--- src/rtl/binary_search_ctrl.sv ---
// rtl/binary_search_ctrl.sv - binary-search initiator for a magnitude comparator
//
// Finds an unknown WIDTH-bit value sitting on the comparator's A input. It
// drives probe values onto B and reads back eq / a_less_b / a_gt_b.
//
// Ports:
//   clk       rising-edge clock
//   rst_n     asynchronous active-low reset, released synchronously
//   start     request a new search (ignored while busy)
//   trial     registered probe value, drives comparator B
//   eq        comparator flag: A == trial
//   a_less_b  comparator flag: A <  trial
//   a_gt_b    comparator flag: A >  trial
//   busy      search in progress
//   done      one-cycle pulse when a search terminates
//   found     target located (held until next start)
//   err       illegal flag combination seen (held until next start)
//   result    located value when found=1, else 0
//   probes    number of probes used by the last search

module binary_search_ctrl #(
  parameter  int WIDTH = 8,
  localparam int CW    = $clog2(WIDTH + 2)
) (
  input  logic             clk,
  input  logic             rst_n,
  input  logic             start,
  output logic [WIDTH-1:0] trial,
  input  logic             eq,
  input  logic             a_less_b,
  input  logic             a_gt_b,
  output logic             busy,
  output logic             done,
  output logic             found,
  output logic             err,
  output logic [WIDTH-1:0] result,
  output logic [CW-1:0]    probes
);

  typedef enum logic [1:0] {
    IDLE   = 2'd0,
    PROBE  = 2'd1,
    FINISH = 2'd2
  } state_t;

  localparam logic [WIDTH:0]   LO_INIT   = '0;
  localparam logic [WIDTH:0]   HI_INIT   = {1'b0, {WIDTH{1'b1}}};
  localparam logic [WIDTH-1:0] TRIAL_INIT = {1'b0, {(WIDTH-1){1'b1}}};
  localparam logic [WIDTH:0]   ONE_W     = 1;
  localparam logic [CW-1:0]    ONE_CW    = 1;

  state_t           state;
  logic [WIDTH:0]   lo;
  logic [WIDTH:0]   hi;

  logic             one_hot;
  logic             launch;
  logic [WIDTH:0]   lo_nxt;
  logic [WIDTH:0]   hi_nxt;
  logic             exhausted;
  logic [WIDTH-1:0] trial_nxt;

  // A start is honoured in IDLE and also in the FINISH cycle, so back-to-back
  // searches lose no cycle.
  assign launch  = start && (state != PROBE);

  assign one_hot = ({eq, a_less_b, a_gt_b} == 3'b100) ||
                   ({eq, a_less_b, a_gt_b} == 3'b010) ||
                   ({eq, a_less_b, a_gt_b} == 3'b001);

  always_comb begin
    lo_nxt = lo;
    hi_nxt = hi;
    if (a_gt_b) begin
      lo_nxt = {1'b0, trial} + ONE_W;
    end
    if (a_less_b) begin
      hi_nxt = {1'b0, trial} - ONE_W;
    end
    // Decrementing below zero wraps hi to all-ones in the extended width, which
    // an unsigned lo>hi test cannot see, so that case is caught explicitly.
    exhausted = (a_less_b && (trial == '0)) || (lo_nxt > hi_nxt);
    // Midpoint from a WIDTH+2-bit sum so lo+hi cannot overflow.
    trial_nxt = WIDTH'(({1'b0, lo_nxt} + {1'b0, hi_nxt}) >> 1);
  end

  always_ff @(posedge clk or negedge rst_n) begin
    if (!rst_n) begin
      state  <= IDLE;
      lo     <= '0;
      hi     <= '0;
      trial  <= '0;
      busy   <= 1'b0;
      done   <= 1'b0;
      found  <= 1'b0;
      err    <= 1'b0;
      result <= '0;
      probes <= '0;
    end else begin
      done <= 1'b0;
      if (launch) begin
        state  <= PROBE;
        lo     <= LO_INIT;
        hi     <= HI_INIT;
        trial  <= TRIAL_INIT;
        busy   <= 1'b1;
        found  <= 1'b0;
        err    <= 1'b0;
        result <= '0;
        probes <= '0;
      end else begin
        case (state)
          PROBE: begin
            probes <= probes + ONE_CW;
            if (!one_hot) begin
              err   <= 1'b1;
              found <= 1'b0;
              state <= FINISH;
              busy  <= 1'b0;
              done  <= 1'b1;
            end else if (eq) begin
              found  <= 1'b1;
              result <= trial;
              state  <= FINISH;
              busy   <= 1'b0;
              done   <= 1'b1;
            end else if (exhausted) begin
              found <= 1'b0;
              state <= FINISH;
              busy  <= 1'b0;
              done  <= 1'b1;
            end else begin
              lo    <= lo_nxt;
              hi    <= hi_nxt;
              trial <= trial_nxt;
            end
          end
          FINISH: begin
            state <= IDLE;
          end
          default: begin
            state <= IDLE;
          end
        endcase
      end
    end
  end

endmodule

--- config.mk ---
export PLATFORM = sky130hd
export DESIGN_NAME = binary_search_ctrl
export DESIGN_NICKNAME = d
export VERILOG_FILES = /design/src/rtl/binary_search_ctrl.sv
export SDC_FILE = /design/constraint.sdc
export NUM_CORES = 1
export LEC_CHECK = 0
export ABC_AREA = 1
export BUFFER_PORTS_ARGS = -buffer_cell sky130_fd_sc_hd__buf_2
export CAP_MARGIN = 20
export CELL_PAD_IN_SITES_DETAIL_PLACEMENT = 1
export CELL_PAD_IN_SITES_GLOBAL_PLACEMENT = 1
export CORE_ASPECT_RATIO = 0.9
export CORE_MARGIN = 3
export CORE_UTILIZATION = 45
export CTS_BUF_LIST = sky130_fd_sc_hd__clkbuf_8
export DETAILED_ROUTE_END_ITERATION = 10
export GPL_TIMING_DRIVEN = 0
export MAX_ROUTING_LAYER = met4
export PLACE_DENSITY = 0.92
export SYNTH_ARGS = -nofsm -noshare
export SYNTH_HDL_FRONTEND = slang
export SYNTH_SLANG_ARGS = --single-unit
export TNS_END_PERCENT = 1
--- constraint.sdc ---
create_clock -name clk -period 3.72 [get_ports clk]
set_input_delay 0.372 -clock clk [delete_from_list [all_inputs] [get_ports clk]]
set_output_delay 0.372 -clock clk [all_outputs]
set_load 0.1 [all_outputs]
After elaboration in Yosys (flattened, before gate mapping):

Index checks and enable logic that the tools add are counted.
W data, S select, Z words.

* equality and inequality tests: 10
* reduce and logical (&&, ||, !) cells: 13
* add/sub/neg operators: 4
* multiply operators: 0
* shifts and indexed selects: 0
* div/mod/pow operators: 0
* mux-type cells: 45
* order comparisons: 1
* bitwise logic cells: 0

Operators by type and width (number)
* $mux W9: 12
* $mux W8: 9
* $mux W1: 17
* $mux W2: 5
* $add A8 B1 Y9 const B: 1
* $add A9 B9 Y9: 1
* $gt A9 B9 Y1: 1
* $sub A8 B1 Y9 const B: 1
* $logic_not A8 Y1: 1
* $mux W4: 2
* $ne A2 B1 Y1 const B: 3
* $reduce_bool A2 Y1: 3
* $ne A5 B5 Y1 const B: 1
* $add A4 B1 Y4 const B: 1
* $ne A4 B2 Y1 const B: 1
* $reduce_and A2 Y1: 2
* $reduce_and A4 Y1: 1
* $eq A3 B1 Y1 const B: 1
* $eq A3 B2 Y1 const B: 1
* $eq A3 B3 Y1 const B: 1
* $logic_or A1 B1 Y1: 3
* $reduce_and A3 Y1: 1
* $eq A2 B1 Y1 const B: 1
* $logic_and A1 B1 Y1: 2
* $ne A2 B2 Y1 const B: 1

* output and inout port bits: 24
* input port bits: 6
* flip-flop bits (word level): 44
* ROM bits: 0
* memories: 0
* bits in latches: 0
* memory bits (writable): 0

Depth between registers and ports, before layout:

* depth in word-level cells: 9
* mapped depth: 22

Least setup slack after synthesis:

No wires, ideal clock.

* path type: register -> register
* start point: register trial[0]
* end point: register trial[5]
* clock period less this slack: 3467 ps
* path slack: 253 ps
* cell stages (with the launch flop): 21
* library setup time: 134 ps
* data arrival time: 3333 ps
* required time: 3586 ps
* cells stage by stage: dfrtp_1 inv_2 ha_1 nand2_1 nor2_1 nand3_1 nor2_1 inv_1 o21ai_0 inv_1 ha_1 inv_1 nor2_1 nand3_1 nor4_1 nand2_1 nand2_4 nand3_4 buf_4 nand2_1 nand3_1

* word-level cells in the longest chain between the ends: 8
* elaborated cells on any way between the ends: 16
* those cells by class: add/sub (3); order compare (1); eq/ne (1); mux (7); reduce/logical (4)

RTL lines
* from (decl): line 28 `output logic [WIDTH-1:0] trial,`
* from (signal assigned): line 135 `trial <= trial_nxt;`
* $add A8 B1 Y9 / $sub A8 B1 Y9 (equally long branches): line 75, 78
* $mux W9 (on tied branches): line 74, 77
* $add A9 B9 Y9: line 84 `trial_nxt = WIDTH'(({1'b0, lo_nxt} + {1'b0, hi_nxt}) >> 1);`
* $mux W8: line 127 `end else if (exhausted) begin`
* $mux W8: line 121 `end else if (eq) begin`
* $mux W8: line 115 `if (!one_hot) begin`
* $mux W8: line 112 `case (state)`
* $mux W8: line 101 `if (launch) begin`

Parallel ways exist; a longest one is shown, timed or not. The select of a mux whose other input is x is not followed.
A chain may end at the register's enable or synchronous reset.

Final worst setup path:

* start point: register trial[0]
* end point: register hi[8]

* word-level cells in the longest chain between the ends: 7
* elaborated cells on any way between the ends: 15
* those cells by class: add/sub (2); order compare (1); eq/ne (1); mux (7); reduce/logical (4)

RTL lines
* parallel branches: the longest is 7 deep, another holds $add A8 B1 Y9
* to (signal assigned): line 134 `hi <= hi_nxt;`
* to (decl): line 54 `logic [WIDTH:0] hi;`

Parallel ways; which one is timed is not known. The select of a mux whose other input is x is not followed.

==> run summary <==
CP startpoint -> trial[0]$_DFFE_PN0P_
Post-Route WL -> 9280 um
FMAX -> 296 MHz
Max FO, Critical Path -> 10
Total clock sinks -> 44
Slew Viols, Final -> 0
Die Wd -> 91.9 um
Hold Path Class -> input pin to flip-flop
DP HPWL -> 7080 um
Synth cell types -> 37
CP endpoint kind -> flip-flop
Post-route setup TNS -> 0 ns
Status -> complete, no violations
Post-synth EDFFs -> 0
Clock Tree Buf Depth -> 2
Via count -> 2874
Initial Util -> 0.476
Die area -> 7660 sq um
WL per Instance -> 17.6 um
Worst EP arrival -> 3.57 ns
RR Startpoint -> trial[0]$_DFFE_PN0P_
Pwr Density -> 839 nW/um^2
Detail Route Antenna Nets -> 0
Gr ovfl total -> 0
Register area share after synthesis -> 0.368
Largest net degree at the start of global routing -> 45
Count of nets after finishing -> 464
Port Buffers -> 29
Mapped Nets -> 424
Slowest-stage cell, CP -> dfrtp_2
Layout area overhead -> 14.8%
Startpoint Class -> flip-flop
Worst R2R End -> hi[8]$_DFFE_PN0P_
Placed insts -> 514
Routability congestion estimate -> 0.906
First-pass GRT wire length -> 15400 um
R2R Setup Slk -> 0.34 ns
CP endpoint -> hi[8]$_DFFE_PN0P_
Finished Layout Cells -> 526
Layout cells sized above 1 -> 0.182
Iteration count of the initial detailed-routing pass -> 4
Initial antenna violation count -> 0
R2R depth -> 20
# rows -> 27
Number of synthesized register bits -> 44
Delay of the slowest critical-path stage -> 0.49 ns
Vias per cell -> 5.46
Fin. Hold Viols -> 0
Clk_skew -> 0.0110 ns
Core Region -> 6280 sq um
Max IR drop VDD -> 327 uV
Most used DFF post-synth -> dfrtp_1
Static Leak -> 1.86 nW
CTS tree -> yes
CTS H-tree depth -> 2
DRT iter0 DRCs -> 122
ANT cells -> 0
Syn_area_per_cell -> 7.51 sq um
CP Cell Sequence -> inv_4 -> ha_1 -> nand2_1 -> nor2_2 -> nand3_1 -> nor2_1 -> inv_1 -> o21ai_1 -> inv_1 -> ha_1 -> inv_1 -> nor2_1 -> nand3_1 -> nor4_2 -> nand2_1 -> nand2_4 -> nand3_4 -> buf_4 -> nand3_1 -> nand2_1
Cell Area, Synth -> 2990 sq um
Ports -> 30
Gr usage total -> 0.260
Worst-Skew Late Latency -> 0.30 ns
Clock slew at reported path FFs -> 0.09 ns
# setup viols final -> 0
Final period util -> 0.908
Min Tclk post-route -> 3.38 ns
Vias in the first global route -> 2940
Fill cells -> 845
CTS Buf Count -> 5
Yosys warns -> 0
Die height -> 83.3 um
Root Driver -> clkbuf_8
Rel. slew slack -> 0.546
RSZ-0062 raised after global routing -> no
Worst Path Class, Setup -> flip-flop to flip-flop
# Max-Cap Violations -> 0
Gate count after technology mapping -> 398
Required time worst endpoint -> 3.91 ns
Slew of the pin with the lowest slew margin -> 0.681 ns
Ys async rst share -> 1.00
Detailed-route DRC error count -> 0
-- worst min path at each step --
stage	end	startpoint	slack (ns)	depth (start not counted)
final	probes[0]$_DFFE_PN0P_	start	0.39	4
after global routing	probes[0]$_DFFE_PN0P_	start	0.44	4
after CTS	trial[6]$_DFFE_PN0P_	rst_n	0.27	1
after detailed placement	busy$_DFFE_PN0P_	busy$_DFFE_PN0P_	0.47	2
after global placement	busy$_DFFE_PN0P_	busy$_DFFE_PN0P_	0.45	2
after floorplan	busy$_DFFE_PN0P_	rst_n	0.08	0
-- cell type report --
| class | instances | area, sq um | share of cell area |
|---|---|---|---|
| plain buffers | 16 | 109 | 0.0317 |
| repair buffers | 33 | 190 | 0.0554 |
| clock inverters | 1 | 30.0 | 0.00875 |
| flip-flops and latches | 44 | 1100 | 0.321 |
| inverters | 51 | 194 | 0.0565 |
| clock buffers | 7 | 96.3 | 0.0281 |
| well taps | 87 | 109 | 0.0317 |
| multi-input cells | 287 | 1600 | 0.466 |
-- power by group --
group	internal, mW	total [mW]	switching, mW
Combinational	0.456	1.76	1.31
Clock	0.237	0.404	0.167
Sequential	0.599	0.714	0.114
-- per-layer routing --
layer	global-route usage	wire length, um	vias up
li1	-	-	1370
met1	0.334	4030	1398
met2	0.412	4460	89
met3	0.0525	620	17
met4	0.0823	174	0
met5	-	0	-
-- synthesized netlist by cell type (3+ instances only) --
master    number  area (sq um)
a21oi_1       10          50.1
buf_4          3          22.5
clkbuf_1       6          22.5
dfrtp_1       44          1100
ha_1          19           238
inv_1         48           180
inv_2          3          11.3
nand2_1      100           375
nand2_2       11          68.8
nand3_1       54           270
nand4_1        9          56.3
nor2_1        20          75.1
nor3_1         4          20.0
nor4_1         3          18.8
o21ai_0       27           135
or2_2          4          25.0
xor2_1         6          52.6
-- placed cells by master (no fill, tap or decap), types with 4 or more instances in the layout --
cell and count:
clkbuf_8 7, clkbuf_1 6, a21oi_1 10, nor3_1 4
dfrtp_1 43, nand4_1 9, ha_1 19, or2_2 4
buf_2 31, o21ai_0 26, nor2_1 19, xor2_1 6
nand2_1 100, buf_4 4, nand3_1 54, inv_1 47
nand2_2 11
-- logic make-up after synthesis --
kind of cell	count (synthesis)	share of synthesized area
xor+xnor	7	0.0205
mux	1	0.00335
compound gates	45	0.0833
flops	44	0.368
simple gates	214	0.339
buf+inv	67	0.0992
fa+ha+maj	20	0.0862
-- metrics by stage --
step / setup slack (ns) / util / total power [mW] / hold WS, ns / area [sq um]
after global placement: 0.195 / 0.516 / 2.37 / 0.450 / 3240
after CTS: 0.0432 / 0.536 / 2.86 / 0.267 / 3370
after detailed placement: 0.127 / 0.516 / 2.45 / 0.473 / 3240
after floorplan: 0.253 / - / 2.00 / 0.0764 / 2990
final: 0.341 / 0.546 / 2.88 / 0.386 / 3430
after global routing: 0.0161 / 0.546 / 3.10 / 0.440 / 3430
-- what timing repair did --
item | CTS | global route
buffers inserted | 0 | 2
resized for setup | 0 | 7
endpoints found under the setup margin | 0 | 31
hold endpoints to repair | 0 | 5
hold buffers | 0 | 1
-- registers in the layout, indices dropped and copies added, names as in the netlist --
register	cells
found	1
lo	9
probes	4
result	8
err	1
done	1
hi	9
state	2
busy	1
trial	8
-- worst max-delay path: cells and delay by family, from the launching register on --
kind | cells | cell delay, ns
compound gates | 1 | 0.17
fa+ha+maj | 2 | 0.54
buf+inv | 5 | 0.56
flops | 1 | 0.49
simple gates | 12 | 1.49
Note: power is estimated with default switching activity, not from simulation.
